<file path="src/rtl/clk_rst_ctrl.sv">
`default_nettype none
// +----------------------------------------------------------------------------+
// | Module   : clk_rst_ctrl                                                     |
// | Brief    : POR/soft-reset sequencer, debounced step key and core clock     |
// |            enable generator (STOP/STEP/DIV/RUN) in the clk50 domain.       |
// |            Optional macro CLK_RST_CTRL_STEP_CNT_EN adds the step counter.  |
// | Revision : 1.0 - initial release                                           |
// +----------------------------------------------------------------------------+
module clk_rst_ctrl #(
   parameter int POR_CYCLES      = 33554432,
   parameter int DEBOUNCE_CYCLES = 500000,
   parameter int DIV_W           = 8
) (
   input  logic             clk50,
   input  logic             rst,
   input  logic             rst_req,
   input  logic             step_key_n,
   input  logic [1:0]       mode,
   input  logic [DIV_W-1:0] div_sel,
   output logic             sys_rst,
   output logic             core_ce,
   output logic             key_db,
   output logic [15:0]      step_count
);

   localparam int c_POR_W = (POR_CYCLES > 1) ? $clog2(POR_CYCLES) : 1;
   localparam int c_DB_W  = (DEBOUNCE_CYCLES > 1) ? $clog2(DEBOUNCE_CYCLES) : 1;
   localparam logic [c_POR_W-1:0] c_POR_LAST = c_POR_W'(POR_CYCLES - 1);
   localparam logic [c_DB_W-1:0]  c_DB_LAST  = c_DB_W'(DEBOUNCE_CYCLES - 1);
   localparam logic [1:0] c_MODE_STOP = 2'd0;
   localparam logic [1:0] c_MODE_STEP = 2'd1;
   localparam logic [1:0] c_MODE_DIV  = 2'd2;
   localparam logic [1:0] c_MODE_RUN  = 2'd3;

   typedef enum logic [0:0] {
      ST_HOLD = 1'b0,
      ST_RUN  = 1'b1
   } state_t;

   state_t             r_state;
   state_t             w_state_next;
   logic [c_POR_W-1:0] r_por_cnt;
   logic [c_POR_W-1:0] w_por_cnt_next;
   logic [DIV_W-1:0]   r_div_cnt;
   logic [DIV_W-1:0]   w_div_cnt_next;
   logic               r_core_ce;
   logic               w_core_ce_next;
   logic               r_sync1;
   logic               r_sync2;
   logic               w_key_sample;
   logic [c_DB_W-1:0]  r_db_cnt;
   logic               r_key_db;
   logic               r_key_db_d;
   logic               w_key_rise;

   assign w_key_sample = ~r_sync2;
   assign w_key_rise   = r_key_db & ~r_key_db_d;

   always_ff @(posedge clk50 or posedge rst) begin
      if (rst) begin
         r_state   <= ST_HOLD;
         r_por_cnt <= '0;
         r_div_cnt <= '0;
         r_core_ce <= 1'b0;
      end else begin
         r_state   <= w_state_next;
         r_por_cnt <= w_por_cnt_next;
         r_div_cnt <= w_div_cnt_next;
         r_core_ce <= w_core_ce_next;
      end
   end

   // Enable is suppressed on the HOLD->RUN edge and on a soft-reset edge alike.
   always_comb begin
      w_state_next   = r_state;
      w_por_cnt_next = '0;
      w_div_cnt_next = '0;
      w_core_ce_next = 1'b0;
      if (rst_req) begin
         w_state_next = ST_HOLD;
      end else begin
         case (r_state)
            ST_HOLD: begin
               if (r_por_cnt == c_POR_LAST) begin
                  w_state_next = ST_RUN;
               end else begin
                  w_por_cnt_next = r_por_cnt + 1'b1;
               end
            end
            ST_RUN: begin
               case (mode)
                  c_MODE_STOP: w_core_ce_next = 1'b0;
                  c_MODE_STEP: w_core_ce_next = w_key_rise;
                  c_MODE_DIV: begin
                     if (r_div_cnt >= div_sel) begin
                        w_core_ce_next = 1'b1;
                     end else begin
                        w_div_cnt_next = r_div_cnt + 1'b1;
                     end
                  end
                  c_MODE_RUN:  w_core_ce_next = 1'b1;
               endcase
            end
         endcase
      end
   end

   // Debounce keeps running through HOLD; only the hard reset clears it.
   always_ff @(posedge clk50 or posedge rst) begin
      if (rst) begin
         r_sync1    <= 1'b1;
         r_sync2    <= 1'b1;
         r_db_cnt   <= '0;
         r_key_db   <= 1'b0;
         r_key_db_d <= 1'b0;
      end else begin
         r_sync1    <= step_key_n;
         r_sync2    <= r_sync1;
         r_key_db_d <= r_key_db;
         if (w_key_sample == r_key_db) begin
            r_db_cnt <= '0;
         end else if (r_db_cnt == c_DB_LAST) begin
            r_key_db <= w_key_sample;
            r_db_cnt <= '0;
         end else begin
            r_db_cnt <= r_db_cnt + 1'b1;
         end
      end
   end

   assign sys_rst = (r_state == ST_HOLD);
   assign core_ce = r_core_ce;
   assign key_db  = r_key_db;

`ifdef CLK_RST_CTRL_STEP_CNT_EN
   logic [15:0] r_step_cnt;

   always_ff @(posedge clk50 or posedge rst) begin
      if (rst) begin
         r_step_cnt <= '0;
      end else if (rst_req || (r_state == ST_HOLD)) begin
         r_step_cnt <= '0;
      end else if (r_core_ce) begin
         r_step_cnt <= r_step_cnt + 16'd1;
      end
   end

   assign step_count = r_step_cnt;
`else
   assign step_count = 16'h0000;
`endif

endmodule
`default_nettype wire

</file>
<file path="config.mk">
export PLATFORM = sky130hd
export DESIGN_NAME = clk_rst_ctrl
export DESIGN_NICKNAME = d
export VERILOG_FILES = /design/src/rtl/clk_rst_ctrl.sv
export SDC_FILE = /design/constraint.sdc
export NUM_CORES = 1
export LEC_CHECK = 0
export ABC_AREA = 1
export BUFFER_PORTS_ARGS = -buffer_cell sky130_fd_sc_hd__buf_2
export CAP_MARGIN = 20
export CORE_MARGIN = 2
export CORE_UTILIZATION = 64
export DETAILED_ROUTE_END_ITERATION = 8
export PLACE_DENSITY = 0.87
export SETUP_SLACK_MARGIN = 0.05
export SYNTH_ARGS = -nofsm -noshare
export SYNTH_HDL_FRONTEND = slang
export SYNTH_SLANG_ARGS = --single-unit
</file>
<file path="constraint.sdc">
create_clock -name clk50 -period 5.15 [get_ports clk50]
set_input_delay 0.7725 -clock clk50 [delete_from_list [all_inputs] [get_ports clk50]]
set_output_delay 0.7725 -clock clk50 [all_outputs]
set_load 0.01 [all_outputs]
</file>
## Word-level counts from Yosys, hierarchy flattened

Cells that the tools add are included.
W data, S select, Z words.

- Multiplexer cells: 16
- Equality and inequality tests: 6
- Reduce and logical (&&, ||, !) cells: 2
- $lt $le $gt $ge: 1
- Bitwise operators: 5
- Add/subtract/negate cells: 3

Operators with widths:

| operator | count |
|---|---|
| $mux W25 | 3 |
| $mux W19 | 2 |
| $mux W8 | 4 |
| $add A25 B1 Y25 const B | 1 |
| $eq A25 B25 Y1 const B | 1 |
| $add A19 B1 Y19 const B | 1 |
| $eq A19 B19 Y1 const B | 1 |
| $add A8 B1 Y8 const B | 1 |
| $ge A8 B8 Y1 | 1 |
| $mux W1 | 6 |
| $eq A2 B2 Y1 const B | 2 |
| $not A1 Y1 | 4 |
| $pmux W1 S4 | 1 |
| $eq A2 B1 Y1 const B | 1 |
| $logic_not A2 Y1 | 1 |
| $reduce_and A2 Y1 | 1 |
| $and A1 B1 Y1 | 1 |
| $eq A1 B1 Y1 | 1 |

- Logic and storage cells: 42
- Input port bits: 14
- Output and inout port bits: 19
- Register bits: 58

## Depth between registers and ports, before layout

Gate-level depths: netlist (run 1).

- Depth after elaboration: 5
- Gate-level depth with buffers: 10
- Gate-level depth less buffers: 10

## Worst setup path before layout (run 1)

No wires, ideal clock.

- Path kind: input port to flip-flop
- Start: in div_sel[7]
- End: reg r_div_cnt[0]
- Path buffers: 0
- Setup time: 0.076 ns
- Data required time: 5.074 ns
- Data arrival time: 1.671 ns
- Path slack: 3.403 ns
- Cell stages on the path: 8
- Cell sequence: inv_1 -> ha_1 -> nand2_1 -> inv_1 -> nor2_1 -> o21a_1 -> nand3_1 -> nor2_1

- Longest elaborated chain between the ends: 5

Ends and longest elaborated chain:

| what | line | text |
|---|---|---|
| start: declaration | 19 | `input logic [DIV_W-1:0] div_sel,` |
| $ge A8 B8 Y1 | 95 | `if (r_div_cnt >= div_sel) begin` |
| $mux W8 | 95 |  |
| $mux W8 | 91 | `case (mode)` |
| $mux W8 | 82 | `case (r_state)` |
| $mux W8 | 79 | `if (rst_req) begin` |
| named net w_div_cnt_next[0] | 45 | `logic [DIV_W-1:0] w_div_cnt_next;` |
| end signal: assignment | 68 | `r_div_cnt <= w_div_cnt_next;` |
| end: declaration | 44 | `logic [DIV_W-1:0] r_div_cnt;` |

The timed path passes the listed nets, and every way through them passes these cells.
A chain may end at the register's enable or synchronous reset.

## Final worst setup path (run 1)

- Start: reg r_db_cnt[0]
- End: reg r_db_cnt[16]

- Longest elaborated chain between the ends: 3
- Elaborated cells between the ends (all ways): 4
- Classes of those cells: add/sub: 1; eq/ne: 1; mux: 2

Ends and longest elaborated chain:

| what | line | text |
|---|---|---|
| start: declaration | 51 | `logic [c_DB_W-1:0] r_db_cnt;` |
| start signal: assignment | 126 | `r_db_cnt <= r_db_cnt + 1'b1;` |
| $add A19 B1 Y19 or $eq A19 B19 Y1 (tied branches) | 126, 122 |  |
| $mux W19 (*) | 122 | `end else if (r_db_cnt == c_DB_LAST) begin` |
| $mux W19 (*) | 120 | `if (w_key_sample == r_key_db) begin` |

Every way passes the cells marked *; elsewhere a longest branch is shown, timed or not.

==> flow_summary.yaml, run 1 <==
worst_setup_path:
  worstSetupPathType: "reg2reg"
  setup.worst_path.start_class: "register"
  ff2ff_path_depth: 8
  timing.rr.end: "r_db_cnt[16]"
  crit_required_ns: 5.37
  cp_slowest_cell: "dfrtp_1"
  path_buf_inv: 1
  crit_family: "simple AND/OR/NAND/NOR gates"
  r2r_slack_ns: 3.37
  crit_chain: "ha_1 > nand2_1 > nor2_1 > nand3_1 > nor2_1 > nor2_1 > inv_1 > nor2_1"
  worstPathMaxFanout: 8
  crit_arrival_ns: 2.01
  end_kind: "register"
  crit_path_max_incr_delay_ns: 0.38
  reg2reg_from: "r_db_cnt[0]"
  crit_top_cell: "nor2_1"
final_layout:
  design_area_mm2: 0.00375
  syn2layout_area_growth_pct: 9.27
  drive_above_1_share: 0.117
  num-nets-final: 498
  n_antenna_cell: 0
global_routing:
  grtUsageTotal: 0.236
  globalRouteOverflowTotal: 0
  grt_pass1_wl_mm: 11.2
  antenna_found_initial: 0
  grt_pass1_vias: 2609
  grt_max_degree: 59
clock_network:
  post_cts_resized: 0
  cts_tree: "done"
  clk_latency_ns: 0.34
  cts_setup_buffers: 0
  cts_sinks: 58
  clock_path_buffers: 2
  clkSlewWorstSetupHoldPaths_ns: 0.07
  root_buffer: "clkbuf_8"
  cts_buffers: 9
  holdBufCountCts: 0
  h-tree-depth: 3
logic_synthesis:
  yosysSeqAreaShare: 0.424
  synth_top_family_by_area: "simple AND/OR/NAND/NOR gates"
  synth_top_cell_area_share: 0.409
  yosys_register_bits: 58
  synth_edf_count: 0
  synthMuxAreaShare: 0
  synth_area_leaders: "dfrtp_1, nand2_1, nor2_1, inv_1, xor2_1"
  synth-compound-area-share: 0.0157
  synth_area_leader_cell: "dfrtp_1"
  synthFlopType: "dfrtp_1"
  avgSynthCellArea_um2: 7.66
  mappedNetlistArea_mm2: 0.00343
  synth-xor-area-share: 0.0792
  synth_common_cells: "nand2_1, nor2_1, dfrtp_1, inv_1, nand3_1"
  netlist_instances: 448
  synthAdderAreaFrac: 0.0401
  synth.distinct_cells: 28
  synth_warnings: 0
  synth-simple-area-share: 0.333
  postSynth.asyncResetShare: 1.00
  synth_most_common_cell: "nand2_1"
die:
  die-area_mm2: 0.00596
  start_util: 0.667
  die_w_um: 77.2
  coreArea_mm2: 0.00514
  rows: 26
  ioPinCount: 33
  die_h_um: 77.2
placed_design:
  hpwlAfterDp_mm: 4.56
  dpl_worst_slack_ns: 3.13
  portBuffers: 16
  dpl_cell_area_mm2: 0.00351
  place.gp.congestion: 0.902
sta:
  finalWorstSetupSlack_ns: 3.37
  worst_slew_pin_slew_ns: 0.706
  setup_violations: 0
  fin_crit_sh: 0.346
  fin_crit_ns: 1.78
  finalSetupTns_ns: 0
  slew_headroom: 0.529
  timing.fmax_mhz: 561
  final-hold-violation-count: 0
  rsz0062_at_grt: "false"
  fin_worst_skew_ns: 0.00490
  final_max_slew_viol_count: 0
flow_run:
  maxCapViolCount: 0
outcome:
  status: "finished, final reports clean"
route:
  avgRoutedWirePerCell_um: 11.8
  first_pass_iters: 4
  vias: 2768
  drc: 0
  drtAntennaViolNets: 0
  wl_mm: 6.45
  vias_per_cell: 5.05
  drt_iter0_drc: 223
power_and_ir_drop:
  ir_worst_vdd_mv: 0.281
  power.leakage_nw: 1.79
  p_per_area_mw_per_mm2: 271
min_path:
  whs_endpoint: "r_sync2"
  min_path_cells: 0
  hold_path.class: "reg2reg"
  hp-start: "r_sync1"
## layout make-up
class	instances	area (um^2)
clock buffer	9	124
clock inverter	7	118
fill	402	1390
inverter	56	210
multi-input combinational	331	1670
sequential	58	1450
tap	70	87.6
timing repair buffer	17	87.6
## metrics by stage
step	total power, mW	utilization	hold slack (ns)	cells
final	1.02	0.729	0.369	548
after CTS	1.03	0.729	0.369	548
after floorplan	0.515	-	0.345	463
after detailed placement	0.517	0.682	0.359	532
after global placement	0.515	0.682	0.359	532
after global routing	1.05	0.729	0.371	548
## how the worst max path moves through the flow
stage / slack (ns) / to / startpoint / cells past startpoint
after detailed placement: 3.13 / r_div_cnt[2] / div_sel[1] / 10
after CTS: 3.35 / r_db_cnt[16] / r_db_cnt[0] / 8
final: 3.37 / r_db_cnt[16] / r_db_cnt[0] / 8
after global routing: 3.11 / r_db_cnt[16] / r_db_cnt[0] / 8
after floorplan: 2.95 / core_ce / rst / 1
after global placement: 3.19 / r_div_cnt[7] / div_sel[1] / 10
## worst reg2reg max path: cells and delay by family (launching register included)
| family | cells | cell delay [ns] |
|---|---|---|
| adder cells (fa/ha/maj) | 1 | 0.23 |
| flip-flops | 1 | 0.38 |
| AND/OR/NAND/NOR | 6 | 0.82 |
| buffers and inverters | 1 | 0.24 |
## registers in the layout, summed over array words and instances (netlist names)
signal,cells
r_por_cnt,25
r_db_cnt,19
r_div_cnt,8
core_ce,1
key_db,1
r_key_db_d,1
r_state,1
r_sync1,1
r_sync2,1
## logic make-up after synthesis
kind of cell    Yosys count
other cells               1
simple gates            264
buf+inv                  74
flops                    58
compound gates            9
xor+xnor                 31
fa+ha+maj                11
## cells in the final DEF (no fill, tap or decap)
cell,n
bufinv_16,3
dfrtp_1,56
buf_2,16
nand3_1,25
nand2_2,3
o21a_1,1
o21ai_0,1
nand3_4,1
and2_1,2
clkinv_1,1
xor2_1,19
ha_1,11
inv_1,54
nor2_2,11
buf_4,1
nor2_1,101
clkinv_2,1
nand3b_1,4
o22ai_1,1
conb_1,16
xnor2_1,12
o21bai_1,2
dfstp_2,2
clkinvlp_4,3
nand2_4,2
nor2_4,3
inv_2,1
clkbuf_8,9
nand4_1,3
nand2_1,103
nor3_1,6
a21oi_1,4
## per-layer routing
| layer | up-vias | part of all wire | global-route usage |
|---|---|---|---|
| met4 | 0 | 0.020 | 0.105 |
| met5 | - | 0 | 0 |
| li1 | 1385 | - | - |
| met1 | 1293 | 0.45 | 0.310 |
| met3 | 11 | 0.051 | 0.0471 |
| met2 | 79 | 0.48 | 0.380 |
## report_power, final
group	switching [mW]	internal, mW	total [mW]	leakage [nW]
combinational	0.0308	0.0120	0.0428	0.879
clock	0.189	0.320	0.509	0.111
sequential	0.00399	0.461	0.465	0.799
total	0.224	0.793	1.02	1.79
Power figures use the tool's default switching activity.
==> inputs of run 2 (changes only) <==
--- a/config.mk
+++ b/config.mk
@@ -5,13 +5,13 @@
 export SDC_FILE = /design/constraint.sdc
 export NUM_CORES = 1
 export LEC_CHECK = 0
-export ABC_AREA = 1
+export ABC_AREA = 0
 export BUFFER_PORTS_ARGS = -buffer_cell sky130_fd_sc_hd__buf_2
 export CAP_MARGIN = 20
 export CORE_MARGIN = 2
-export CORE_UTILIZATION = 64
+export CORE_UTILIZATION = 53
 export DETAILED_ROUTE_END_ITERATION = 8
-export PLACE_DENSITY = 0.87
+export PLACE_DENSITY = 0.78
 export SETUP_SLACK_MARGIN = 0.05
 export SYNTH_ARGS = -nofsm -noshare
 export SYNTH_HDL_FRONTEND = slang
==> constraint.sdc (replaced) <==
create_clock -name clk50 -period 1.53 [get_ports clk50]
set_input_delay 0.2295 -clock clk50 [delete_from_list [all_inputs] [get_ports clk50]]
set_output_delay 0.2295 -clock clk50 [all_outputs]
set_load 0.01 [all_outputs]
==> flow_summary.yaml, run 2 <==
power_and_ir_drop:
  combPwrFrac: 0.068
  p_per_area_mw_per_mm2: 837
  p_sw_mw: 0.787
  power_frac_clock: 0.477
  internal-power_mw: 2.66
  power.leakage_nw: 1.90
  switching_share: 0.228
  ir_worst_vdd_mv: 0.820
  pwr-share-seq: 0.455
die:
  die-area_mm2: 0.00638
  die_w_um: 79.9
  ioPinCount: 33
  coreArea_mm2: 0.00554
  start_util: 0.551
  die_h_um: 79.9
  rows: 27
final_layout:
  fin_util: 0.743
  drive_above_1_share: 0.353
  reg_top3: "r_por_cnt: 25 flops, r_db_cnt: 19 flops, r_div_cnt: 8 flops"
  final_common_cell: "dfrtp_1"
  final_cell_mix: "dfrtp_1, buf_4, nor2_1, nand3_1, xor2_1"
  n_antenna_cell: 0
  num-nets-final: 420
  syn2layout_area_growth_pct: 34.9
  regMostFlops: "r_por_cnt"
  largest_reg_flops: 25
clock_network:
  clk_latency_ns: 0.35
  clock_path_buffers: 2
  h-tree-depth: 3
  root_buffer: "clkbuf_8"
  cts_buffers: 9
  clkSlewWorstSetupHoldPaths_ns: 0.08
  cts_sinks: 58
  cts_tree: "done"
worst_setup_path:
  cp_slowest_cell: "or4_4"
  crit_arrival_ns: 2.10
  end_kind: "register"
  worstPathMaxFanout: 4
  crit_required_ns: 1.75
  worstSetupPathType: "reg2reg"
  crit_path_max_incr_delay_ns: 0.58
  critPathCapture: "r_por_cnt[22]"
  r2r_slack_ns: -0.35
  crit_chain: "nand4_1 > or4_4 > or3_4 > xor2_1 > nor2_1"
  reg2reg_from: "r_por_cnt[13]"
  timing.rr.end: "r_por_cnt[22]"
  setup.worst_path.start_class: "register"
  ff2ff_path_depth: 5
  crit_start: "r_por_cnt[13]"
logic_synthesis:
  synth.distinct_cells: 39
  netlist_instances: 318
  synth_top_cell_area_share: 0.459
  postSynth.asyncResetShare: 1.00
  mappedNetlistArea_mm2: 0.00305
  yosys_register_bits: 58
  synthFlopType: "dfrtp_1"
  synth_area_leaders: "dfrtp_1, xor2_1, nor2_1, xnor2_1, ha_1"
  synth_most_common_cell: "nor2_1"
  avgSynthCellArea_um2: 9.60
  synth_area_leader_cell: "dfrtp_1"
  synth_common_cells: "nor2_1, dfrtp_1, xor2_1, nand3_1, inv_1"
  synth_warnings: 0
  synth_edf_count: 0
  yosysSeqAreaShare: 0.476
route:
  vias_per_cell: 5.49
  drtAntennaViolNets: 0
  first_pass_iters: 5
  wl_mm: 7.85
  vias: 2591
  avgRoutedWirePerCell_um: 16.6
  drc: 0
  drt_iter0_drc: 152
sta:
  fin_crit_ns: 1.88
  fin_hold_ws_ns: 0.140
  fin_worst_skew_ns: 0.0170
  final_max_slew_viol_count: 0
  finalWorstSetupSlack_ns: -0.351
  fin_crit_sh: 1.23
  finalSetupTns_ns: -4.43
  rsz0062_at_grt: "true"
  final-hold-violation-count: 0
  setup_violations: 43
  timing.fmax_mhz: 532
global_routing:
  grt_pass1_vias: 2498
  globalRouteOverflowTotal: 0
  grt_max_degree: 59
  grtUsageTotal: 0.226
  antenna_found_initial: 0
  grt_pass1_wl_mm: 11.1
flow_run:
  maxCapViolCount: 0
outcome:
  violations: "negative setup slack"
  status: "finished, violations left"
placed_design:
  place.gp.congestion: 0.802
  hpwlAfterDp_mm: 4.08
  portBuffers: 16
min_path:
  hold_path.class: "in2reg"
run 2: cell count changes after synthesis, moves of 5 or more:
cell,before,now
nand2_1,103,15
nor2_1,101,59
inv_1,55,18
nor2_2,11,0
nand4_1,3,12
xor2_1,19,28
and4_1,0,5
run 2: cell families (layout without fill, tap and decap cells):
family / after synthesis / after routing / synth area share
mux: 1 / 1 / 0.00328
flops: 58 / 58 / 0.476
other cells: 1 / 16 / 0.00123
xor+xnor: 44 / 44 / 0.126
fa+ha+maj: 11 / 11 / 0.0451
buf+inv: 41 / 108 / 0.0713
simple gates: 149 / 149 / 0.249
compound gates: 13 / 13 / 0.0275
run 2: critical path: cells and delay by family (launching register included):
kind / cells / cell delay, ns
AND/OR/NAND/NOR: 4 / 1.23
XOR/XNOR: 1 / 0.16
flip-flops: 1 / 0.37
run 2: worst min-delay path by stage:
| stage | to | from | cells past startpoint | slack (ns) |
|---|---|---|---|---|
| 2_1_floorplan | r_sync1 | step_key_n | 0 | 0.23 |
| 3_3_place_gp | r_db_cnt[10] | rst | 3 | 0.33 |
| 3_5_place_dp | r_db_cnt[10] | rst | 3 | 0.33 |
| 4_1_cts | r_state | rst_req | 2 | 0.10 |
| 5_1_grt | core_ce | rst_req | 2 | 0.13 |
| 6_report | core_ce | rst_req | 2 | 0.14 |
run 2: power groups by stage:
stage | Sequential, mW | Combinational, mW | Clock [mW]
floorplan | 1.60 | 0.137 | 0
global placement | 1.59 | 0.176 | 0
detailed placement | 1.60 | 0.182 | 0
CTS | 1.57 | 0.202 | 1.64
global route | 1.57 | 0.257 | 1.72
finish | 1.57 | 0.233 | 1.65
run 2: per-layer routing:
layer | wire length (um) | global-route usage
met3 | 392 | 0.0532
met5 | 0 | 0
met2 | 4140 | 0.387
met4 | 240 | 0.0814
met1 | 3070 | 0.278
run 2: repair_timing:
| item | 4_1_cts | 5_1_grt |
|---|---|---|
| hold endpoints to repair | 57 | 0 |
| hold buffers | 2 | 0 |
| endpoints found under the setup margin | 52 | 53 |
| buffers inserted | 7 | 2 |
| gates resized for setup | 18 | 37 |
| pin swaps | 18 | 10 |
| cloned | 0 | 3 |
run 2: final cells by class:
type                    instances  area [um^2]
multi-input cells             234         1650
repair buffers                 74          619
fillers                       372         1420
flip-flops and latches         58         1460
well taps                      72         90.1
clock inverters                 4         73.8
clock buffers                  12          155
inverters                      18         71.3
run 2: metrics by stage:
stage	total power, mW	worst slack, ns	area [um^2]	instances
after floorplan	1.73	-0.281	3150	333
after global placement	1.77	-0.198	3530	442
final	3.45	-0.351	4120	472
after global routing	3.54	-0.387	4120	472
after detailed placement	1.78	-0.273	3530	442
after CTS	3.41	-0.254	3910	467
